`src/rtl/ps2_scancode_history.sv`:
```
// PS/2 receiver with E0/F0 prefix decode, DEPTH-byte history and hex display; byte pulses 1 clk after stop-bit event, no backpressure.
// Optional PS2_BREAK_FILTER_EN: history records only key presses instead of every accepted byte.
module hex_decoder (
   input  logic [3:0] hex,
   output logic [6:0] seg
);
   // Active-low segments, bit order {g,f,e,d,c,b,a}
   always_comb begin
      seg = 7'b1111111;
      case (hex)
         4'h0: seg = 7'b1000000;
         4'h1: seg = 7'b1111001;
         4'h2: seg = 7'b0100100;
         4'h3: seg = 7'b0110000;
         4'h4: seg = 7'b0011001;
         4'h5: seg = 7'b0010010;
         4'h6: seg = 7'b0000010;
         4'h7: seg = 7'b1111000;
         4'h8: seg = 7'b0000000;
         4'h9: seg = 7'b0010000;
         4'hA: seg = 7'b0001000;
         4'hB: seg = 7'b0000011;
         4'hC: seg = 7'b1000110;
         4'hD: seg = 7'b0100001;
         4'hE: seg = 7'b0000110;
         4'hF: seg = 7'b0001110;
         default: seg = 7'b1111111;
      endcase
   end
endmodule

module ps2_scancode_history #(
   parameter int DEPTH          = 2,
   parameter int TIMEOUT_CYCLES = 50000
) (
   input  logic                 clock,
   input  logic                 reset,
   input  logic                 ps2_clock,
   input  logic                 ps2_data,
   output logic [7:0]           code_out,
   output logic                 code_valid,
   output logic                 key_valid,
   output logic                 code_ext,
   output logic                 code_break,
   output logic                 frame_error,
   output logic [8*DEPTH-1:0]   history,
   output logic [14*DEPTH-1:0]  segments
);
   localparam int CW = $clog2(TIMEOUT_CYCLES + 1);
   localparam logic [CW-1:0] TO_LAST = CW'(TIMEOUT_CYCLES - 1);

   typedef enum logic [1:0] {IDLE, DATA, PARITY, STOP} state_t;

   state_t             state;
   logic               clk_s1, clk_s2, clk_prev;
   logic               dat_s1, dat_s2;
   logic [2:0]         bit_cnt;
   logic [7:0]         shift_dat;
   logic               parity_bit;
   logic [CW-1:0]      to_cnt;
   logic               ext_pend, brk_pend;
   logic               bit_evt, frame_ok, accept, is_prefix, push;
   logic [8*DEPTH-1:0] hist_next;

   always_comb begin
      bit_evt   = clk_prev & ~clk_s2;
      frame_ok  = dat_s2 & (^{shift_dat, parity_bit});
      accept    = (state == STOP) && bit_evt && frame_ok;
      is_prefix = (shift_dat == 8'hE0) || (shift_dat == 8'hF0);
`ifdef PS2_BREAK_FILTER_EN
      push      = accept && !is_prefix && !brk_pend;
`else
      push      = accept;
`endif
      // Shift-then-overwrite keeps DEPTH=1 legal without a negative slice
      hist_next      = history << 8;
      hist_next[7:0] = shift_dat;
   end

   always_ff @(posedge clock) begin
      if (reset) begin
         state       <= IDLE;
         clk_s1      <= 1'b1;
         clk_s2      <= 1'b1;
         clk_prev    <= 1'b1;
         dat_s1      <= 1'b1;
         dat_s2      <= 1'b1;
         bit_cnt     <= '0;
         shift_dat   <= '0;
         parity_bit  <= 1'b0;
         to_cnt      <= '0;
         ext_pend    <= 1'b0;
         brk_pend    <= 1'b0;
         code_out    <= '0;
         code_valid  <= 1'b0;
         key_valid   <= 1'b0;
         code_ext    <= 1'b0;
         code_break  <= 1'b0;
         frame_error <= 1'b0;
         history     <= '0;
      end else begin
         clk_s1      <= ps2_clock;
         clk_s2      <= clk_s1;
         clk_prev    <= clk_s2;
         dat_s1      <= ps2_data;
         dat_s2      <= dat_s1;
         code_valid  <= 1'b0;
         key_valid   <= 1'b0;
         frame_error <= 1'b0;

         if (bit_evt) begin
            to_cnt <= '0;
            case (state)
               IDLE: if (!dat_s2) begin
                  state   <= DATA;
                  bit_cnt <= '0;
               end
               DATA: begin
                  shift_dat <= {dat_s2, shift_dat[7:1]};
                  bit_cnt   <= bit_cnt + 3'd1;
                  if (bit_cnt == 3'd7) state <= PARITY;
               end
               PARITY: begin
                  parity_bit <= dat_s2;
                  state      <= STOP;
               end
               STOP: begin
                  state <= IDLE;
                  if (frame_ok) begin
                     code_out   <= shift_dat;
                     code_valid <= 1'b1;
                     if (shift_dat == 8'hE0) ext_pend <= 1'b1;
                     else if (shift_dat == 8'hF0) brk_pend <= 1'b1;
                     else begin
                        key_valid  <= 1'b1;
                        code_ext   <= ext_pend;
                        code_break <= brk_pend;
                        ext_pend   <= 1'b0;
                        brk_pend   <= 1'b0;
                     end
                  end else begin
                     frame_error <= 1'b1;
                  end
               end
               default: state <= IDLE;
            endcase
         end else if (state != IDLE) begin
            if (to_cnt == TO_LAST) begin
               state       <= IDLE;
               frame_error <= 1'b1;
               to_cnt      <= '0;
            end else begin
               to_cnt <= to_cnt + CW'(1);
            end
         end else begin
            to_cnt <= '0;
         end

         if (push) history <= hist_next;
      end
   end

   for (genvar i = 0; i < DEPTH; i++) begin : g_digit
      hex_decoder u_lo (.hex(history[8*i +: 4]),     .seg(segments[14*i +: 7]));
      hex_decoder u_hi (.hex(history[8*i + 4 +: 4]), .seg(segments[14*i + 7 +: 7]));
   end
endmodule

```
`config.mk`:
```
export PLATFORM = sky130hd
export DESIGN_NAME = ps2_scancode_history
export DESIGN_NICKNAME = d
export VERILOG_FILES = /design/src/rtl/ps2_scancode_history.sv
export SDC_FILE = /design/constraint.sdc
export NUM_CORES = 1
export LEC_CHECK = 0
export CORE_MARGIN = 2
export CORE_UTILIZATION = 41
export CTS_CLUSTER_DIAMETER = 120
export DETAILED_ROUTE_END_ITERATION = 8
export GPL_ROUTABILITY_DRIVEN = 1
export GPL_TIMING_DRIVEN = 1
export PLACE_DENSITY = 0.71
export SYNTH_ARGS = -nofsm -noshare
export SYNTH_HDL_FRONTEND = slang
export SYNTH_SLANG_ARGS = --single-unit
```
`constraint.sdc`:
```
create_clock -name clock -period 3.4 [get_ports clock]
set_clock_uncertainty 0.1 [all_clocks]
set_input_delay 0.34 -clock clock [delete_from_list [all_inputs] [get_ports clock]]
set_output_delay 0.34 -clock clock [all_outputs]
set_load 0.05 [all_outputs]
```
# == Yosys cells after proc, flatten, opt, wreduce, memory -nomap -nowiden ==
# Memory sizes are Yosys's and may differ from the RTL's. A register that Yosys moved wholly into a read port is not among the register bits.
# Index checks and enable logic that the tools add are counted.
# Widths: inputs -> output; s select.
# op_classes
add_sub_neg,2
n_eq_ne,11
n_mux,26
bitwise_logic,9
reduce_logical,19
# op_table
cell,n
$mux 4,8
$add 16x1->16 const B,1
$eq 16x16->1 const B,1
$eq 8x8->1 const B,2
$reduce_and 4->1,3
$mux 1,10
$mux 2,5
$reduce_xor 9->1,1
$pmux 2 s4,1
$reduce_bool 2->1,4
$not 1->1,7
$ne 3x3->1 const B,2
$pmux 3 s2,1
$reduce_and 3->1,2
$reduce_and 5->1,1
$reduce_or 5->1,1
$eq 2x2->1 const B,2
$ne 2x2->1 const B,2
$reduce_and 2->1,2
$reduce_or 4->1,1
$add 3x1->3 const B,1
$eq 3x3->1 const B,1
$mux 3,1
$reduce_or 3->1,1
other kinds (4),6
# word_totals
regBits,66
mem_bits_ro,448
in_bits,4
output_inout_bits,57
word_cells,90
mem_count,4
# mem_list
memory,words,word_bits,rd,rd_ports_with_merged_regs,wr,line_no,source
(no name shown),16,7,1,1,0,10,case (hex)
(no name shown),16,7,1,1,0,10,
(no name shown),16,7,1,1,0,10,
(no name shown),16,7,1,1,0,10,

# == Logic depth before layout (Yosys ltp) ==
# Gate-level depths: netlist of run 1.
# logic_depth
word_depth,6
ltp_mapped,13
mapped_depth_nobuf,12

# == By module ==
# A second synthesis of run 1 with hierarchy kept.
# hier_totals
cells_unflattened,424
hier_area_um2,4028.9
# modules_own_cells
mod,n_inst,cells_per_inst,area_per_inst_um2
ps2_scancode_history,1,296,2927.8
hex_decoder,4,32,275.3

# == Worst setup path before layout of run 1 ==
# OpenSTA, ideal clock, no wires.
# synth_timing
path_type,register to register
from,register shift_dat[7]
to,register g_digit[0].u_lo.seg[3] (netlist name)
arrival_time_ns,2.965
t_required_ns,3.208
setup_slack_ns,0.243
stages_incl_launch_ff,13
path_buffers,3
period_less_slack_ns,3.157
path_cell_list,dfxtp_1 -> buf_6 -> xnor2_1 -> xnor3_2 -> mux2_4 -> buf_6 -> buf_2 -> a21boi_0 -> nor2_1 -> inv_1 -> ha_1 -> o211a_1 -> o32ai_1
# synth_via
elab_chain_len,5
# synth_lines
item,line_no,source
from (decl),58,logic [7:0] shift_dat;
from (signal assigned),119,"shift_dat <= {dat_s2, shift_dat[7:1]};"
$reduce_xor 9->1,67,"frame_ok = dat_s2 & (^{shift_dat, parity_bit});"
$and 1x1->1,67,
$logic_and 1x1->1,68,accept = (state == STOP) && bit_evt && frame_ok;
$mux 4 (no source line) (2 in a row),-,
# Every way passes these cells.
# A chain may end at the register's enable or synchronous reset.

# == Worst setup path after layout of run 1 ==
# layout_timing
from,register shift_dat[0]
to,register g_digit[0].u_lo.seg[3] (netlist name)
# layout_via
elab_chain_len,5
# layout_lines
item,line_no
$reduce_xor 9->1,67
$and 1x1->1,67
$logic_and 1x1->1,68
$mux 4 (no source line) (*) (2 in a row),-
# Every way passes the cells marked *; elsewhere a longest branch is shown, timed or not.

==> results of run 1 <==
## final cells by class
type,count,share of cell area
multi-input combinational,349,0.4396
clock buffer,10,0.02346
timing repair buffer,73,0.1274
clock inverter,6,0.01150
tap,140,0.03221
inverter,27,0.01955
sequential,94,0.3462
## how the worst min path moves through the flow
stage          slack (ps)  depth (start not counted)         startpoint                end
4_1_cts               320                          1  dat_s1$_SDFF_PP1_  dat_s2$_SDFF_PP1_
5_1_grt               320                          1  dat_s1$_SDFF_PP1_  dat_s2$_SDFF_PP1_
3_3_place_gp          290                          1  clk_s1$_SDFF_PP1_  clk_s2$_SDFF_PP1_
2_1_floorplan         290                          1  clk_s1$_SDFF_PP1_  clk_s2$_SDFF_PP1_
3_5_place_dp          290                          1  dat_s1$_SDFF_PP1_  dat_s2$_SDFF_PP1_
6_report              320                          1  dat_s1$_SDFF_PP1_  dat_s2$_SDFF_PP1_
## layout by cell type, fill, tap and decap left out, drive strengths merged, types with 5 or more instances in the layout
cell / count
a21oi: 40
a31oi: 5
buf: 14
clkbuf: 10
clkdlybuf4s50: 59
dfxtp: 94
ha: 31
inv: 26
mux2: 6
mux2i: 27
nand2: 54
nand3: 19
nor2: 52
nor3: 5
o21ai: 19
o22ai: 5
or2: 8
xnor2: 10
xor2: 13
## cell families after synthesis
group                      synth area share
AOI/OAI and AO/OA                    0.1342
xor gates and xnor gates            0.05548
adders and majority gates           0.08686
buffers and inverters               0.04960
DFF                                  0.4214
muxes                               0.08405
and+or+nand+nor                      0.1684
## worst register-to-register path, stage by stage, from the launching register on
cell and delay, ps:
dfxtp_1 390, xnor3_1 410, xnor3_2 460, mux2_4 430
mux2i_2 400, nor2_4 80, inv_1 130, ha_1 250
o211a_1 230, o32ai_1 250
## through the flow
stage	cell area (µm²)	util	hold WS (ps)
floorplan	4466	-	289.5
global placement	5211	0.4850	292.4
detailed placement	5211	0.4850	294.8
CTS	5401	0.5027	316.4
global route	5439	0.5062	322.1
finish	5439	0.5062	315.8
## flip-flops by register name (all words and copies together) (netlist names), 2 cells and up
signal and count:
history 16, g_digit.u_lo.seg 14, state 2, g_digit.u_hi.seg 14, shift_dat 8, to_cnt 16
code_out 8, bit_cnt 3
## timing repair
action,CTS,global route
setup endpoints to repair,0,4
endpoints found under the hold margin,0,0
buffers inserted,0,1
gates resized for setup,0,9
## power breakdown
group | switching (mW) | internal (mW) | total [mW]
Combinational | 0.0615 | 0.0297 | 0.0912
Clock | 0.382 | 0.337 | 0.719
Sequential | 0.00732 | 1.11 | 1.12
## per-layer routing
layer | vias up | part of all wire | track usage
met5 | - | 0 | 0
met4 | 0 | 0.019 | 0.07234
met3 | 14 | 0.040 | 0.02833
met2 | 82 | 0.46 | 0.2677
met1 | 1698 | 0.48 | 0.2279
li1 | 1808 | - | -
==> flow_summary.ini, run 1 <==
[setup_path]
path_max_fanout = 23
r2r-end = g_digit[0].u_lo.seg[3]$_DFF_P_
cp.required_ps = 3580
endpoint_kind = register
crit_chain = xnor3_1 -> xnor3_2 -> mux2_4 -> mux2i_2 -> nor2_4 -> inv_1 -> ha_1 -> o211a_1 -> o32ai_1
critPathBufInv = 1
reg2reg_slack_ps = 180
path_depth = 9
crit_path_max_incr_delay_ps = 460
r2r_start = shift_dat[0]$_SDFFE_PP0P_
cpMaxStageDelayCell = xnor3_2
worstPathArrival_ps = 3400
worstSetupPathType = register to register
cp-endpoint = g_digit[0].u_lo.seg[3]$_DFF_P_
cp-startpoint = shift_dat[0]$_SDFFE_PP0P_
critPathLaunchType = register
r2r_cells = 9
path_delay_family = XOR/XNOR gates

[synth]
syn_inst = 492
synth_seq_cells = 94
synth_common_cells = dfxtp_1 (94), nand2_1 (53), nor2_1 (51), a21oi_1 (40), ha_1 (31)
synth.distinct_cells = 58
synth_edf_count = 0
synth_top_flop_cell = dfxtp_1
synth_seq_area_share = 0.4214
yosysTopAreaCell = dfxtp_1
synth_top_cells_by_area = dfxtp_1 (42%), ha_1 (8.7%), mux2i_1 (5.4%), a21oi_1 (4.5%), nand2_1 (4.5%)
ys_warn_count = 0
yosysMostFrequentCell = dfxtp_1
avgSynthCellArea_um2 = 9.076
synth_top_area_share = 0.4214
syn_area_um2 = 4466
async_reset_ff_frac = 0
syn-num-nets = 527

[timing]
grt_setup_unrepaired = yes
finalCritPeriodShare = 0.9475
slew_viol_final = 0
worst_slew_pin_slew_ps = 799.9
hold_viol_final = 0
fin_crit_ps = 3221
tns_ps = 0
fin_ws_ps = 178.6
relSlewSlack = 0.4667
max_freq_ghz = 0.3104
setup_viol = 0

[final_layout]
finalNonFillerCells = 699
multi_input_area_um2 = 2391
fillers = 1003
seqCellArea_um2 = 1883
drive_above_1_share = 0.1055
area_growth_pct = 21.80
fin_nets = 589
antenna_cells = 0

[hold_path]
holdCritPathClass = register to register

[power]
ir_drop_uv = 158.8
design_power_total_mw = 1.926
power_density_nw_per_um2 = 354.1
power.leakage_nw = 2.070

[clocking]
clk_pin_slew_worst_paths_ps = 90
hold_buffers = 0
clk_path_buf_depth = 2
clock_sink_count = 94
cts_tree = done
numCtsBuffers = 9
clock_latency_ps = 370
root_buffer = clkbuf_8
htreeDepth = 3

[routing]
drt.antenna.violating_nets = 0
first_iter_violations = 188
wl_per_cell_um = 13.85
route.detailed.drc = 0
routed_wl_mm = 9.680
dr.pass1.iters = 4
vias = 3602
via_per_inst = 5.153

[global_route]
grt_max_degree = 46
grt.total_usage = 0.1692
grt_pass1_vias = 3345
grt_first_pass_wirelength_mm = 15.77
antenna_found_initial = 0
gr-total-overflow = 0

[placed_design]
pre_cts_slack_ps = 127.3
dp_cells = 682
place_hpwl_mm = 6.973
finalWeightedCongestion = 0.8492
portBuffers = 60

[floorplanning]
die_y_um = 108.4
die_x_um = 108.4
start_util = 0.4156
core_um2 = 10750
dieArea_um2 = 11740
placementRows = 38
io_pins = 61

[status]
status = finished clean

[run]
cap_viol_max_count = 0
Power figures use the tool's default switching activity.
==> run 2: changes to the inputs <==
Settings changed: SETUP_SLACK_MARGIN set to 0.3.
==> flow_summary.ini, run 2 (synthesis gave the netlist of run 1 again) <==
[routing]
drt.antenna.violating_nets = 0
routed_wl_mm = 10.28
first_iter_violations = 168
via_per_inst = 5.210
vias = 3720
dr.pass1.iters = 5
wl_per_cell_um = 14.40
route.detailed.drc = 0

[power]
power_density_nw_per_um2 = 339.8
p_sw_uw = 478.5
comb_power_share = 0.048
pwr-share-seq = 0.582
ir_drop_uv = 261.8
clkPwrFrac = 0.369
p_sw_frac = 0.2500
power.leakage_nw = 2.144
p_int_mw = 1.435

[clocking]
root_buffer = clkbuf_8
hold_buffers = 0
clk_path_buf_depth = 2
clock_latency_ps = 370
clock_sink_count = 94
numCtsBuffers = 9
htreeDepth = 3
cts_tree = done
clk_pin_slew_worst_paths_ps = 100

[global_route]
grt.total_usage = 0.1727
gr-total-overflow = 0
grt_max_degree = 39
grt_pass1_vias = 3441
grt_first_pass_wirelength_mm = 16.16
antenna_found_initial = 0

[timing]
worst_slew_pin_slew_ps = 859.5
fin_crit_ps = 3050
tns_ps = 0
grt_setup_unrepaired = yes
finalCritPeriodShare = 0.8969
hold_viol_final = 0
fin_ws_ps = 350.5
relSlewSlack = 0.4270
slew_viol_final = 0
setup_viol = 0
max_freq_ghz = 0.3279

[final_layout]
final_common_cell = dfxtp_1
area_growth_pct = 26.11
fillers = 984
stdcell_area_um2 = 5632
largestRegisters = history: 16 flops, to_cnt: 16 flops
antenna_cells = 0
drive_above_1_share = 0.1533
final_cell_mix = dfxtp_1 (91), clkdlybuf4s50_1 (59), nand2_1 (52), nor2_1 (48), a21oi_1 (37)
fin_nets = 604

[floorplanning]
placementRows = 38
die_y_um = 108.4
start_util = 0.4156
dieArea_um2 = 11740
io_pins = 61
die_x_um = 108.4
core_um2 = 10750

[setup_path]
cp.required_ps = 3560
worstSetupPathType = register to register
path_max_fanout = 7
worstPathArrival_ps = 3210
critPathLaunchType = register
endpoint_kind = register

[placed_design]
placed_area_um2 = 5210
pre_cts_slack_ps = 104.8
place_hpwl_mm = 7.085
portBuffers = 60
finalWeightedCongestion = 0.8656

[status]
status = finished clean

[run]
cap_viol_max_count = 0

[hold_path]
holdCritPathClass = register to register
-- run 2: layout make-up --
cell class	count	area [µm²]	share of cell area
Clock inverter	6	51.30	0.009109
Inverter	27	106.4	0.01888
Tap cell	140	175.2	0.03110
Timing Repair Buffer	86	794.5	0.1411
Sequential cell	94	1888	0.3353
Multi-Input combinational cell	351	2479	0.4401
Clock buffer	10	137.6	0.02444
-- run 2: power groups by stage --
stage	sequential (mW)	clock, mW	combinational, mW
after floorplan	1.16	0	0.0465
after global placement	1.14	0	0.0896
after detailed placement	1.14	0	0.0899
after CTS	1.12	0.720	0.0911
after global routing	1.12	0.770	0.0989
final	1.11	0.707	0.0920
-- run 2: timing repair --
action,4_1_cts,5_1_grt
gates resized for setup,9,14
cloned,1,1
setup buffers,1,15
setup endpoints to repair,16,16
pin swaps,1,4
-- run 2: final timing paths --
| check | from | end | slack [ps] | cells past startpoint |
|---|---|---|---|---|
| setup / recovery | shift_dat[7]$_SDFFE_PP0P_ | g_digit[1].u_hi.seg[5]$_DFF_P_ | 350 | 9 |
| hold / removal | dat_s1$_SDFF_PP1_ | dat_s2$_SDFF_PP1_ | 320 | 1 |
| setup reg to reg | shift_dat[7]$_SDFFE_PP0P_ | g_digit[1].u_hi.seg[5]$_DFF_P_ | 350 | 9 |
| hold reg to reg | dat_s1$_SDFF_PP1_ | dat_s2$_SDFF_PP1_ | 320 | 1 |
-- run 2: critical path, cell delays in order (launching register included) --
cell and delay [ps]:
dfxtp_4 390, xnor2_2 210, xnor3_2 560, mux2_4 400
nand2_1 110, a21oi_1 90, buf_4 210, ha_1 210
or3_1 400, a32o_1 260
-- run 2: per-stage QoR --
step	utilization	hold slack [ps]	total power, mW	std cells
after floorplan	-	289.5	1.206	492
after global placement	0.4849	291.7	1.231	680
after CTS	0.5084	321.2	1.927	698
after detailed placement	0.4849	298.3	1.231	680
after global routing	0.5241	339.3	1.985	714
final	0.5241	317.3	1.914	714
-- run 2: per-layer routing --
metal	track usage	vias to the layer above	routed length [µm]
met2	0.2758	102	4793
met1	0.2249	1761	4757
li1	-	1840	-
met5	0	-	0
met4	0.06777	0	209
met3	0.04219	17	518
==> run 3: changes to the inputs <==
Settings changed: CORE_MARGIN 2 to 3.
Clock period 3.4 ns to 3.9 ns, I/O delays scaled along.
==> flow_summary.ini, run 3 (synthesis gave the netlist of run 1 again) <==
[status]
status = finished clean

[power]
comb_power_share = 0.047
power.leakage_nw = 2.028
p_int_mw = 1.241
p_sw_frac = 0.2449
pwr-share-seq = 0.592
ir_drop_uv = 142.5
clkPwrFrac = 0.361
power_density_nw_per_um2 = 307.7
p_sw_uw = 402.6

[setup_path]
cp.required_ps = 4080
path_delay_family = XOR/XNOR gates
worstSetupPathType = register to register
r2r-end = g_digit[0].u_lo.seg[3]$_DFF_P_
cpMaxStageDelayCell = xnor3_2
crit_chain = xnor2_1 -> xnor3_2 -> mux2_4 -> mux2i_1 -> nor2_1 -> inv_1 -> ha_1 -> o211a_1 -> o32ai_1
reg2reg_slack_ps = 530
critPathLaunchType = register
path_max_fanout = 17
critPathBufInv = 1
r2r_cells = 9
endpoint_kind = register
worstPathArrival_ps = 3550
crit_path_max_incr_delay_ps = 590
r2r_start = shift_dat[7]$_SDFFE_PP0P_

[hold_path]
min_to = clk_s2$_SDFF_PP1_
hold_path_depth = 1
holdCritPathClass = register to register
min_from = clk_s1$_SDFF_PP1_

[timing]
fin_ws_ps = 528.7
max_freq_ghz = 0.2966
setup_viol = 0
grt_setup_unrepaired = no
finalCritPeriodShare = 0.8644
fin_crit_ps = 3371
worst_slew_pin_slew_ps = 859.1
slew_viol_final = 0
tns_ps = 0
hold_viol_final = 0
relSlewSlack = 0.4273

[floorplanning]
start_util = 0.4268
core_um2 = 10460
io_pins = 61
placementRows = 37
dieArea_um2 = 12180
die_y_um = 110.4
die_x_um = 110.4

[clocking]
clk_path_buf_depth = 2
htreeDepth = 3
cts_tree = done
post-cts-setup-buffers = 0
cts_resized = 0
clk_pin_slew_worst_paths_ps = 100
numCtsBuffers = 9
clock_sink_count = 94
clock_latency_ps = 370
root_buffer = clkbuf_8
hold_buffers = 0

[placed_design]
pre_cts_slack_ps = 481.0
portBuffers = 60
finalWeightedCongestion = 0.8676
place_hpwl_mm = 6.895

[routing]
first_iter_violations = 153
via_per_inst = 5.241
maxUsedRoutingLayer = met4
dr_wl_met3_um = 538
route.detailed.drc = 0
route.met2.wl_mm = 4.514
dr.pass1.iters = 5
drt.antenna.violating_nets = 0
routed_wl_mm = 9.583
wl_per_cell_um = 13.97
vias = 3595
wl_met1_mm = 4.368

[final_layout]
drive_above_1_share = 0.08364
largestRegisters = history: 16 flops, to_cnt: 16 flops
final_common_cell = dfxtp_1
fin_nets = 580
area_growth_pct = 19.64
final_cell_mix = dfxtp_1 (94), clkdlybuf4s50_1 (59), nand2_1 (53), nor2_1 (51), a21oi_1 (38)
antenna_cells = 0
fillers = 988

[global_route]
grt_first_pass_wirelength_mm = 15.41
grt_pass1_vias = 3290
grt_max_degree = 49
antenna_found_initial = 0
gr-total-overflow = 0
grt.total_usage = 0.1610

[run]
cap_viol_max_count = 0
[run 3: cell count changes in the layout (fill, tap and decap cells not counted), moves of 3 or more]
| cell | delta |
|---|---|
| a21oi_4 | -3 |
| buf_4 | -22 |
| dfxtp_1 | +3 |
| inv_6 | -4 |
| nor2_1 | +3 |
[run 3: metrics by stage]
| step | utilization | instance area (µm²) | cells | hold WS (ps) | power, mW |
|---|---|---|---|---|---|
| finish | 0.5106 | 5343 | 686 | 314.6 | 1.644 |
| global route | 0.5106 | 5343 | 686 | 343.4 | 1.702 |
| CTS | 0.5080 | 5315 | 685 | 317.4 | 1.666 |
| detailed placement | 0.4912 | 5139 | 669 | 295.5 | 1.072 |
| global placement | 0.4912 | 5139 | 669 | 292.7 | 1.071 |
| floorplan | - | 4466 | 492 | 289.5 | 1.051 |
[run 3: worst register-to-register path, cell delays in order, from the launching register on]
cell     delay, ps
dfxtp_1        470
xnor2_1        180
xnor3_2        590
mux2_4         460
mux2i_1        230
nor2_1         300
inv_1          150
ha_1           320
o211a_1        230
o32ai_1        270
[run 3: power groups by stage]
stage          Sequential, mW  Combinational [mW]  Clock (mW)
6_report                0.972              0.0778       0.593
5_1_grt                 0.974              0.0847       0.644
4_1_cts                 0.972              0.0779       0.616
3_5_place_dp            0.995              0.0775           0
3_3_place_gp            0.995              0.0763           0
2_1_floorplan            1.01              0.0403           0
[run 3: per-layer routing]
metal,up-vias,GRT usage
met4,0,0.06772
met2,93,0.2582
met3,15,0.03087
met5,-,0
li1,1798,-
met1,1689,0.2122
[run 3: how the worst max path moves through the flow]
stage | startpoint | to | slack [ps] | cells past startpoint
2_1_floorplan | shift_dat[7]$_SDFFE_PP0P_ | g_digit[0].u_lo.seg[3]$_DFF_P_ | 740 | 12
4_1_cts | shift_dat[7]$_SDFFE_PP0P_ | g_digit[0].u_lo.seg[3]$_DFF_P_ | 440 | 9
3_5_place_dp | shift_dat[7]$_SDFFE_PP0P_ | g_digit[0].u_lo.seg[3]$_DFF_P_ | 480 | 9
6_report | shift_dat[7]$_SDFFE_PP0P_ | g_digit[0].u_lo.seg[3]$_DFF_P_ | 530 | 9
3_3_place_gp | shift_dat[7]$_SDFFE_PP0P_ | g_digit[0].u_lo.seg[3]$_DFF_P_ | 600 | 9
5_1_grt | shift_dat[7]$_SDFFE_PP0P_ | g_digit[0].u_lo.seg[3]$_DFF_P_ | 330 | 9
[run 3: layout make-up]
type	count	area, µm²	area share
Multi-Input combinational cell	350	2390	0.4473
Sequential cell	94	1882	0.3522
Timing Repair Buffer	63	618.1	0.1157
Tap cell	136	170.2	0.03185
Clock buffer	11	141.4	0.02646
Inverter	27	106.4	0.01991
Clock inverter	5	35.03	0.006557
